### src/rtl/uart_pkg.sv
// Shared types and helpers for the UART transmit-side blocks.
// Holds the arbiter state type and the round-robin pick function.
package uart_pkg;

  localparam int UART_DEFAULT_DATA_WIDTH = 8;
  localparam int RR_MAX_REQ = 8;

  typedef enum logic {
    IDLE,
    GRANT
  } arb_state_t;

  // First set bit of req at or above ptr, wrapping modulo n.
  function automatic logic [2:0] rr_pick(
    input logic [7:0] req,
    input logic [2:0] ptr,
    input int         n
  );
    logic [2:0] idx;
    logic       hit;
    int         j;
    idx = '0;
    hit = 1'b0;
    for (int i = 0; i < RR_MAX_REQ; i++) begin
      if (i < n && !hit) begin
        j = (int'(ptr) + i) % n;
        if (req[j[2:0]]) begin
          idx = j[2:0];
          hit = 1'b1;
        end
      end
    end
    return idx;
  endfunction

endpackage

### src/rtl/rr_picker.sv
// Combinational round-robin picker over up to eight requesters.
// Shared between the tx arbiter and the rx dispatcher.
module rr_picker
  import uart_pkg::*;
#(
  parameter int NUM_REQ = 4
) (
  input  logic [NUM_REQ-1:0]         req,
  input  logic [$clog2(NUM_REQ)-1:0] ptr,
  output logic [$clog2(NUM_REQ)-1:0] idx,
  output logic                       any
);

  localparam int SW = $clog2(NUM_REQ);

  // Search upward from ptr with wrap-around.
  always_comb begin
    any = |req;
    idx = SW'(rr_pick(8'(req), 3'(ptr), NUM_REQ));
  end

endmodule

### src/rtl/uart_tx_arbiter.sv
// Round-robin, burst-locked arbiter feeding a single uart_tx.
// One output register sits between the producers and the transmitter.
module uart_tx_arbiter
  import uart_pkg::*;
#(
  parameter int NUM_REQ    = 4,
  parameter int DATA_WIDTH = UART_DEFAULT_DATA_WIDTH,
  parameter int MAX_BURST  = 16
) (
  input  logic                            clk,
  input  logic                            rst,
  input  logic [NUM_REQ-1:0]              req_vld,
  input  logic [NUM_REQ-1:0]              req_last,
  input  logic [NUM_REQ*DATA_WIDTH-1:0]   req_data,
  output logic [NUM_REQ-1:0]              req_rdy,
  output logic                            o_vld,
  output logic [DATA_WIDTH-1:0]           o_data,
  output logic [$clog2(NUM_REQ)-1:0]      o_src,
  input  logic                            i_rdy,
  output logic                            o_busy
);

  localparam int SW = $clog2(NUM_REQ);
  localparam int CW = $clog2(MAX_BURST + 1);

  if (NUM_REQ < 2 || NUM_REQ > 8 ||
      MAX_BURST < 1 || MAX_BURST > 255) begin : g_bad_param
    $fatal(1, "uart_tx_arbiter: illegal NUM_REQ or MAX_BURST");
  end

  arb_state_t    state, state_n;
  logic [SW-1:0] grant, grant_n;
  logic [SW-1:0] ptr, ptr_n;
  logic [SW-1:0] pick_idx;
  logic          pick_any;
  logic [CW-1:0] beat_cnt, cnt_n, cnt_inc;
  logic          room;
  logic          accept;
  logic          rel;

  rr_picker #(
    .NUM_REQ (NUM_REQ)
  ) u_pick (
    .req (req_vld),
    .ptr (ptr),
    .idx (pick_idx),
    .any (pick_any)
  );

  // Handshake qualifiers: register can take a beat if empty or draining.
  always_comb begin
    room    = (state == GRANT) && (!o_vld || i_rdy);
    req_rdy = '0;
    if (room) req_rdy[grant] = 1'b1;
    accept  = room && req_vld[grant];
    cnt_inc = beat_cnt + 1'b1;
    rel     = accept &&
              (req_last[grant] || cnt_inc == CW'(MAX_BURST));
  end

  // Next-state, grant, pointer and beat counter.
  always_comb begin
    state_n = state;
    grant_n = grant;
    ptr_n   = ptr;
    cnt_n   = beat_cnt;
    unique case (state)
      IDLE: begin
        if (pick_any) begin
          state_n = GRANT;
          grant_n = pick_idx;
          cnt_n   = '0;
        end
      end
      GRANT: begin
        if (accept) cnt_n = cnt_inc;
        if (rel) begin
          state_n = IDLE;
          ptr_n   = (grant == SW'(NUM_REQ - 1)) ? '0 : grant + 1'b1;
        end
      end
      default: state_n = IDLE;
    endcase
  end

  // Arbitration state registers.
  always_ff @(posedge clk) begin
    if (rst) begin
      state    <= IDLE;
      grant    <= '0;
      ptr      <= '0;
      beat_cnt <= '0;
    end else begin
      state    <= state_n;
      grant    <= grant_n;
      ptr      <= ptr_n;
      beat_cnt <= cnt_n;
    end
  end

  // Output register: load on accept, empty on a lone downstream transfer.
  always_ff @(posedge clk) begin
    if (rst) begin
      o_vld  <= 1'b0;
      o_data <= '0;
      o_src  <= '0;
    end else if (accept) begin
      o_vld  <= 1'b1;
      o_data <= req_data[int'(grant)*DATA_WIDTH +: DATA_WIDTH];
      o_src  <= grant;
    end else if (o_vld && i_rdy) begin
      o_vld  <= 1'b0;
    end
  end

  // Busy while a grant is open or a character is waiting.
  always_comb o_busy = (state == GRANT) || o_vld;

endmodule
### config.mk
export PLATFORM = sky130hd
export DESIGN_NAME = uart_tx_arbiter
export DESIGN_NICKNAME = d
export VERILOG_FILES = /design/src/rtl/uart_pkg.sv /design/src/rtl/rr_picker.sv /design/src/rtl/uart_tx_arbiter.sv
export SDC_FILE = /design/constraint.sdc
export NUM_CORES = 1
export LEC_CHECK = 0
export BUFFER_PORTS_ARGS = -buffer_cell sky130_fd_sc_hd__buf_2
export CAP_MARGIN = 30
export CORE_MARGIN = 8
export CORE_UTILIZATION = 46
export DETAILED_ROUTE_END_ITERATION = 7
export PLACE_DENSITY = 0.79
export REMOVE_ABC_BUFFERS = 1
export SETUP_SLACK_MARGIN = 0.15
export SLEW_MARGIN = 20
export SYNTH_ARGS = -nofsm -noshare
export SYNTH_HDL_FRONTEND = slang
export SYNTH_HIERARCHICAL = 1
export SYNTH_SLANG_ARGS = --single-unit
### constraint.sdc
create_clock -name clk -period 2.4 [get_ports clk]
set_input_delay 0.12 -clock clk [delete_from_list [all_inputs] [get_ports clk]]
set_output_delay 0.12 -clock clk [all_outputs]
set_load 0.01 [all_outputs]
==> impl_metrics.ini, run 1 <==
[outcome]
status = finished clean

[sta]
fin_crit_sh_pct = 73.53
maxSlewViolCount = 0
rsz0062_at_grt = false
tightest_slew_ns = 0.5692
holdWs_ns = 0.1801
skew_ns = 0.01085
timing.setup.tns_ns = 0
hold_violations = 0
slew_headroom_pct = 61.97
fmax_mhz = 566.6
setup_viol = 0
postLayoutSetupSlackWorst_ns = 0.6352
period_minus_slack_ns = 1.765

[grt]
grt_pass1_wl_um = 5257
antenna_found_initial = 0
first_global_vias = 1276
overflow = 0
grt_max_degree = 24
globalRouteTotalUtil_pct = 14.64

[logic_synthesis]
syn_inst = 129
synth_seq_cells = 21
synth-xor-area-share_pct = 0
synthAdderAreaFrac_pct = 4.892
synth_top_family_by_area = multiplexers
ys.flop_type = dfxtp_1
synth-simple-area-share_pct = 22.70
ys_seq_area_share_pct = 32.88
synth.mux.area_fraction_pct = 26.91
avgSynthCellArea_um2 = 9.913
yosysWarningCount = 6
synth_edf_count = 0
synth_compound_area_share_pct = 9.002
synth_cell_types = 32
synth_area_um2 = 1279
async_reset_ff_share_pct = 0

[cells_and_area]
syn_to_final_growth_pct = 26.61
layout_common_cells = buf_2, dfxtp_1, nor2_1
final_util_pct = 59.74
nNetsFinal = 237
antenna_cells = 0
layout_commonest_cell = buf_2
drive_gt1_share_pct = 42.55

[flow_run]
cap_violations = 0

[die]
die_area_um2 = 4723
start_util_pct = 47.18
rows = 19
core_um2 = 2710
die-height_um = 68.73
io-pin-count = 59
die_x_um = 68.73

[drt]
ant_nets = 0
drc_errors = 0
drt_iter0_drc = 79
avgRoutedWirePerCell_um = 15.52
via_count = 1208
drtPass1Iterations = 4
routed_via_density = 5.516
drt-total-wl_um = 3399

[cts]
htreeDepth = 1
path_clk_slew_ns = 0.12
cts_setup_buffers = 0
cts_sinks = 21
clk_latency_ns = 0.31
numCtsBuffers = 3
cts_root_buf = clkbuf_4
cts_tree = yes
ctsHoldBuffers = 0
cts_buffer_depth = 2
cts_resized = 0

[placed_design]
portBuffers = 58
place_ws_ns = 0.6493
dp_hpwl_um = 2794
gp_congestion = 0.8314

[critical_path]
reg2reg_to = ptr[0]
endpoint_kind = flip-flop
setup.worst_path.start_class = flip-flop
critPathRequiredTime_ns = 2.61
reg2reg_from = grant[0]
cp.arrival_ns = 1.97
critPathLaunch = grant[0]
critical_path_class = flip-flop to flip-flop
r2r_setup_slack_ns = 0.64
critPathMaxFanout = 16
r2r_cells = 4
cpMaxStageDelayCell = mux4_2
max_stage_delay_ns = 0.53
path_cells = mux4_2 > and3_4 > o21a_4 > mux2_4

[pwr]
ir_worst_vdd_mv = 0.3088
leakagePower_nw = 0.7311
power_density_nw_per_um2 = 471.9

[min_path]
holdCritPathClass = input port to flip-flop
holdPathStages = 4
min_from = req_vld[0]
hold_end = grant[0]
==> final cells by class <==
class,instances,area [µm²]
fillers,230,1091
multi-input cells,100,812.0
flip-flops and latches,21,420.4
repair buffers,61,312.8
well taps,31,38.79
clock buffers,3,22.52
inverters,2,7.507
clock inverters,1,5.005
==> metrics by stage <==
stage               std cells  power (W)  area [µm²]
global placement          215  0.0005873        1592
finish                    219  0.0007641        1619
global route              219  0.0008050        1619
detailed placement        215  0.0005961        1592
CTS                       219  0.0007732        1619
floorplan                 123  0.0005096        1240
==> cells by family (layout without fill, tap and decap cells) <==
group | after synthesis | count (layout)
fa+ha+maj | 5 | 5
mux | 21 | 21
buf+inv | 8 | 67
simple gates | 55 | 55
flops | 21 | 21
compound gates | 19 | 19
==> cells in the mapped netlist, types with 2 or more instances <==
cell	count	area (µm²)
a21oi_1	12	60.06
and3_1	5	31.28
buf_6	2	22.52
clkbuf_1	2	7.510
dfxtp_1	21	420.4
ha_1	5	62.56
inv_1	2	7.510
mux2i_1	10	100.1
mux4_2	9	202.7
nand2_1	7	26.28
nand2b_1	6	37.54
nand3_1	2	10.01
nand3b_1	2	15.01
nand4b_1	2	17.52
nor2_1	20	75.07
nor2b_1	2	12.51
nor3_1	2	10.01
o21ai_0	4	20.02
==> state kept, by name, summed over array words and instances (netlist names) <==
signal    count
o_vld         1
o_src         2
state         1
grant         2
ptr           2
o_data        8
beat_cnt      5
==> how the worst max path moves through the flow <==
stage	slack, ns	endpoint
after floorplan	0.28	ptr[0]
after global placement	0.70	ptr[0]
after detailed placement	0.65	ptr[0]
after CTS	0.64	ptr[0]
after global routing	0.60	ptr[0]
final	0.64	ptr[0]
==> layer usage <==
metal / wire length (µm) / vias up / global-route usage [%] / share of wire, %
met1: 1351 / 560 / 15.98 / 40
met3: 318 / 6 / 4.523 / 9.4
met4: 55 / 0 / 6.767 / 1.6
li1: - / 583 / - / -
met5: 0 / - / 0 / 0
met2: 1673 / 59 / 25.44 / 49
==> power by group <==
part / switching (W) / internal (W)
Clock: 0.000115 / 0.0000622
Combinational: 0.0000951 / 0.000108
Sequential: 0.0000165 / 0.000368
==> critical path, delay by kind of cell (launching register included) <==
kind | cells | cell delay (ns)
compound gates | 1 | 0.16
simple gates | 1 | 0.29
flops | 1 | 0.40
mux | 2 | 0.82
No activity file was read; power rests on OpenSTA's default activity.
==> run 2, diff against run 1 <==
--- a/config.mk
+++ b/config.mk
@@ -8,9 +8,9 @@
 export BUFFER_PORTS_ARGS = -buffer_cell sky130_fd_sc_hd__buf_2
 export CAP_MARGIN = 30
 export CORE_MARGIN = 8
-export CORE_UTILIZATION = 46
+export CORE_UTILIZATION = 42
 export DETAILED_ROUTE_END_ITERATION = 7
-export PLACE_DENSITY = 0.79
+export PLACE_DENSITY = 0.76
 export REMOVE_ABC_BUFFERS = 1
 export SETUP_SLACK_MARGIN = 0.15
 export SLEW_MARGIN = 20
==> constraint.sdc (replaced) <==
create_clock -name clk -period 1.52 [get_ports clk]
set_input_delay 0.076 -clock clk [delete_from_list [all_inputs] [get_ports clk]]
set_output_delay 0.076 -clock clk [all_outputs]
set_load 0.01 [all_outputs]
==> run 2 against run 1 <==
Compared with the run above:
- the run now ends with negative setup slack left
- hold slack worse by 0.031 ns
- critical endpoint unchanged
- fmax is 9.4% higher
- highest routed layer unchanged
- first-iteration DRC count is 14% lower
- core utilization is 2.6 points higher
- critical path type unchanged
==> impl_metrics.ini, run 2 (synthesis results as in run 1) <==
[cts]
numCtsBuffers = 3
path_clk_slew_ns = 0.12
cts_buffer_depth = 2
clk_latency_ns = 0.30
cts_tree = yes
cts_sinks = 21
htreeDepth = 1
cts_root_buf = clkbuf_4

[die]
die_x_um = 71.18
io-pin-count = 59
core_um2 = 2978
die_area_um2 = 5066
die-height_um = 71.18
start_util_pct = 42.94
rows = 20

[critical_path]
setup.worst_path.start_class = flip-flop
cpMaxStageDelayCell = mux4_2
endpoint_kind = flip-flop
critical_path_class = flip-flop to flip-flop
cp.arrival_ns = 1.82
critPathMaxFanout = 5
r2r_setup_slack_ns = -0.09
critPathTopFamily = multiplexers
max_stage_delay_ns = 0.51
worst-path-buf-inv = 0
critPathRequiredTime_ns = 1.73
path_cells = mux4_2 > and3_4 > o21a_4 > mux2_4

[min_path]
holdCritPathClass = input port to flip-flop

[pwr]
power_density_nw_per_um2 = 693.9
ir_worst_vdd_mv = 0.3603
leakagePower_nw = 0.8272

[drt]
routed_via_density = 5.267
drt-total-wl_um = 3756
avgRoutedWirePerCell_um = 15.65
ant_nets = 0
drtPass1Iterations = 4
drc_errors = 0
drt_iter0_drc = 68
via_count = 1264

[sta]
fmax_mhz = 620.1
setup_viol = 17
timing.setup.tns_ns = -0.7475
hold_violations = 0
rsz0062_at_grt = true
maxSlewViolCount = 0
slew_headroom_pct = 71.46
postLayoutSetupSlackWorst_ns = -0.09265
fin_crit_sh_pct = 106.1
period_minus_slack_ns = 1.613
holdWs_ns = 0.1494
skew_ns = 0.001311
tightest_slew_ns = 0.4281

[cells_and_area]
antenna_cells = 0
regMostFlops = o_data
largestRegisters = o_data x8, beat_cnt x5
nNetsFinal = 256
syn_to_final_growth_pct = 45.11
largest_register_ffs = 8
drive_gt1_share_pct = 53.62
layout_common_cells = buf_2, nor2_1, dfxtp_1, buf_4, a21oi_1
finalNonFillerCells = 240
layout_commonest_cell = buf_2

[placed_design]
dp_hpwl_um = 2915
portBuffers = 58
gp_congestion = 0.8206
dp_cells = 228

[grt]
first_global_vias = 1309
grt_max_degree = 24
antenna_found_initial = 0
grt_pass1_wl_um = 5706
overflow = 0
globalRouteTotalUtil_pct = 13.60

[flow_run]
cap_violations = 0

[outcome]
violations = negative setup slack
status = finished with violations
## run 2: cell types whose count changed in the layout (fill, tap and decap cells not counted), moves of 2 or more
cell     before  now
and3_1        5    3
inv_1         2    0
buf_4         3   19
ha_1          5    2
ha_4          0    2
o21ai_1       0    2
and3_4        1    3
o21ai_0       4    1
buf_6         0    5
dfxtp_1      21   19
buf_2        58   56
## run 2: final cells by class
cell class	count	area [µm²]
fill	239	1122
multi-input combinational	100	873.3
timing repair buffer	80	479.2
sequential	21	425.4
tap	33	41.29
clock buffer	4	26.28
inverter	2	10.01
## run 2: what timing repair did
item	in CTS	in global routing
setup endpoints to repair	23	23
hold buffers	0	0
pin swaps	3	3
cloned	0	0
buffers inserted	3	5
gates resized for setup	12	15
## run 2: worst min-delay path, stage by stage
cell      delay, ns
buf_2          0.11
a211oi_2       0.07
a21oi_1        0.13
nor2_1         0.04
## run 2: power by group
part	internal (W)	leakage, nW	switching [W]	total [W]
sequential	0.000580	0.172	0.0000276	0.000608
clock	0.000102	0.0150	0.000174	0.000276
combinational	0.000227	0.640	0.000177	0.000403
total	0.000910	0.827	0.000378	0.00129
## run 2: final timing paths
check        startpoint       end  depth (start not counted)
max            grant[0]    ptr[0]                          4
min          req_vld[0]  grant[0]                          4
max reg2reg    grant[0]    ptr[0]                          4
min reg2reg    o_src[1]  o_src[1]                          2
## run 2: metal layers
metal	GRT usage [%]	vias to the layer above	routed length, µm
li1	-	621	-
met1	12.92	606	1421
met2	26.12	33	2120
met3	4.379	4	177
met4	5.081	0	37
met5	0	-	0
## run 2: per-stage QoR
stage,area (µm²),worst slack [ns],total power (W),utilization (%)
2_1_floorplan,1240,-0.6034,0.0008047,-
3_3_place_gp,1677,-0.08896,0.0009595,56.30
3_5_place_dp,1677,-0.1192,0.0009729,56.30
4_1_cts,1758,-0.09209,0.001255,59.03
5_1_grt,1856,-0.1248,0.001350,62.31
6_report,1856,-0.09265,0.001288,62.31
==> run 3, diff against run 2 <==
--- a/config.mk
+++ b/config.mk
@@ -5,12 +5,12 @@
 export SDC_FILE = /design/constraint.sdc
 export NUM_CORES = 1
 export LEC_CHECK = 0
-export BUFFER_PORTS_ARGS = -buffer_cell sky130_fd_sc_hd__buf_2
 export CAP_MARGIN = 30
 export CORE_MARGIN = 8
-export CORE_UTILIZATION = 42
+export CORE_UTILIZATION = 50
 export DETAILED_ROUTE_END_ITERATION = 7
-export PLACE_DENSITY = 0.76
+export DONT_BUFFER_PORTS = 1
+export PLACE_DENSITY = 0.68
 export REMOVE_ABC_BUFFERS = 1
 export SETUP_SLACK_MARGIN = 0.15
 export SLEW_MARGIN = 20
==> run 3 against run 2 <==
Compared with the run above:
- clock power shrank 4%
- largest cell class unchanged
- count of clock-buffer cells in the layout down 1
- critical path type unchanged
- combinational power fell by 29%
- clock skew is 0.0054 ns higher
- highest routed layer unchanged
- final cell count decreased by 28%
- register-to-register slack is essentially flat
- power is 8.9% lower
- the flow finishes with violations (negative hold slack, negative setup slack)
- first-iteration DRC count is 13% lower
==> impl_metrics.ini, run 3 (synthesis results as in run 1) <==
[outcome]
status = finished with violations
violations = negative hold slack, negative setup slack

[sta]
tightest_slew_ns = 0.3746
hold_violations = 20
fin_crit_sh_pct = 106.7
period_minus_slack_ns = 1.622
timing.setup.tns_ns = -0.5925
fmax_mhz = 616.7
rsz0062_at_grt = true
setup_viol = 14
postLayoutSetupSlackWorst_ns = -0.1016
maxSlewViolCount = 0
skew_ns = 0.006664
holdWs_ns = -0.1770
slew_headroom_pct = 74.99

[critical_path]
cpMaxStageDelayCell = mux4_2
critPathRequiredTime_ns = 1.72
endpoint_kind = flip-flop
critical_path_class = flip-flop to flip-flop
max_stage_delay_ns = 0.52
cp.arrival_ns = 1.82
path_cells = mux4_2 > and3_4 > o21a_4 > mux2_4
setup.worst_path.start_class = flip-flop
critPathMaxFanout = 6

[cts]
ctsHoldBuffers = 1
cts_tree = yes
htreeDepth = 1
cts_root_buf = clkbuf_4
numCtsBuffers = 3
path_clk_slew_ns = 0.12
cts_buffer_depth = 2
clk_latency_ns = 0.30
cts_sinks = 21

[cells_and_area]
layout_common_cells = nor2_1, dfxtp_1, buf_4
largest_register_ffs = 8
regMostFlops = o_data
final_util_pct = 61.98
syn_to_final_growth_pct = 18.98
fillers = 191
nNetsFinal = 191
finalNonFillerCells = 172
antenna_cells = 0
drive_gt1_share_pct = 36.62
largestRegisters = o_data x8, beat_cnt x5
layout_commonest_cell = nor2_1

[grt]
grt_pass1_wl_um = 5306
grt_max_degree = 24
overflow = 0
globalRouteTotalUtil_pct = 15.16
first_global_vias = 1120
antenna_found_initial = 0

[drt]
routed_via_density = 6.151
ant_nets = 0
drt_iter0_drc = 59
drt-total-wl_um = 3213
avgRoutedWirePerCell_um = 18.68
via_count = 1058
drtPass1Iterations = 4
drc_errors = 0

[die]
start_util_pct = 52.09
io-pin-count = 59
core_um2 = 2455
die_x_um = 66.57
die-height_um = 66.57
rows = 18
die_area_um2 = 4432

[placed_design]
dp_cells = 165
dp_hpwl_um = 2542
portBuffers = 0
gp_congestion = 0.8800
place_ws_ns = -0.1305

[pwr]
leakagePower_nw = 0.5495
power_density_nw_per_um2 = 770.7
ir_worst_vdd_mv = 0.7548

[flow_run]
cap_violations = 0

[min_path]
holdCritPathClass = input port to flip-flop
## run 3: power breakdown
part | internal [W] | switching (W)
clock | 0.0000980 | 0.000167
sequential | 0.000582 | 0.0000406
combinational | 0.000160 | 0.000126
## run 3: critical path, delay by kind of cell, from the launching register on
| family | cells | cell delay [ns] |
|---|---|---|
| AOI/OAI and AO/OA | 1 | 0.12 |
| muxes | 2 | 0.80 |
| DFF | 1 | 0.37 |
| and+or+nand+nor | 1 | 0.23 |
## run 3: repair_timing
item / 4_1_cts / 5_1_grt
buffers inserted: 2 / 0
setup endpoints to repair: 23 / 23
pin swaps: 5 / 5
gates resized for setup: 18 / 12
endpoints found under the hold margin: 20 / 20
## run 3: through the flow
stage          hold WS, ns   power, W  instance area (µm²)
3_5_place_dp        0.1518  0.0008786                 1368
6_report           -0.1770   0.001173                 1521
3_3_place_gp        0.1499  0.0008701                 1368
2_1_floorplan       0.1451  0.0008047                 1240
4_1_cts            -0.1834   0.001165                 1474
5_1_grt            -0.2122   0.001244                 1521
## run 3: cell type report
| class | count | area [µm²] | share of cell area [%] |
|---|---|---|---|
| Clock buffer | 3 | 22.52 | 1.480 |
| Clock inverter | 1 | 5.005 | 0.3289 |
| Inverter | 2 | 10.01 | 0.6579 |
| Multi-Input combinational cell | 100 | 897.1 | 58.96 |
| Sequential cell | 21 | 422.9 | 27.80 |
| Tap cell | 30 | 37.54 | 2.467 |
| Timing Repair Buffer | 15 | 126.4 | 8.306 |
## run 3: metal layers
layer | track usage, % | up-vias | share of wire [%]
met4 | 5.600 | 0 | 1.2
met3 | 6.040 | 8 | 8.3
met5 | 0 | - | 0
met1 | 16.87 | 508 | 38
li1 | - | 494 | -
met2 | 25.33 | 48 | 53
## run 3: final timing paths
kind / start / endpoint / slack (ns) / cells after the start
hold / removal: rst / beat_cnt[1] / -0.18 / 1
setup reg to reg: grant[0] / ptr[0] / -0.10 / 4
setup / recovery: grant[0] / ptr[0] / -0.10 / 4
hold reg to reg: beat_cnt[4] / beat_cnt[4] / 0.50 / 2
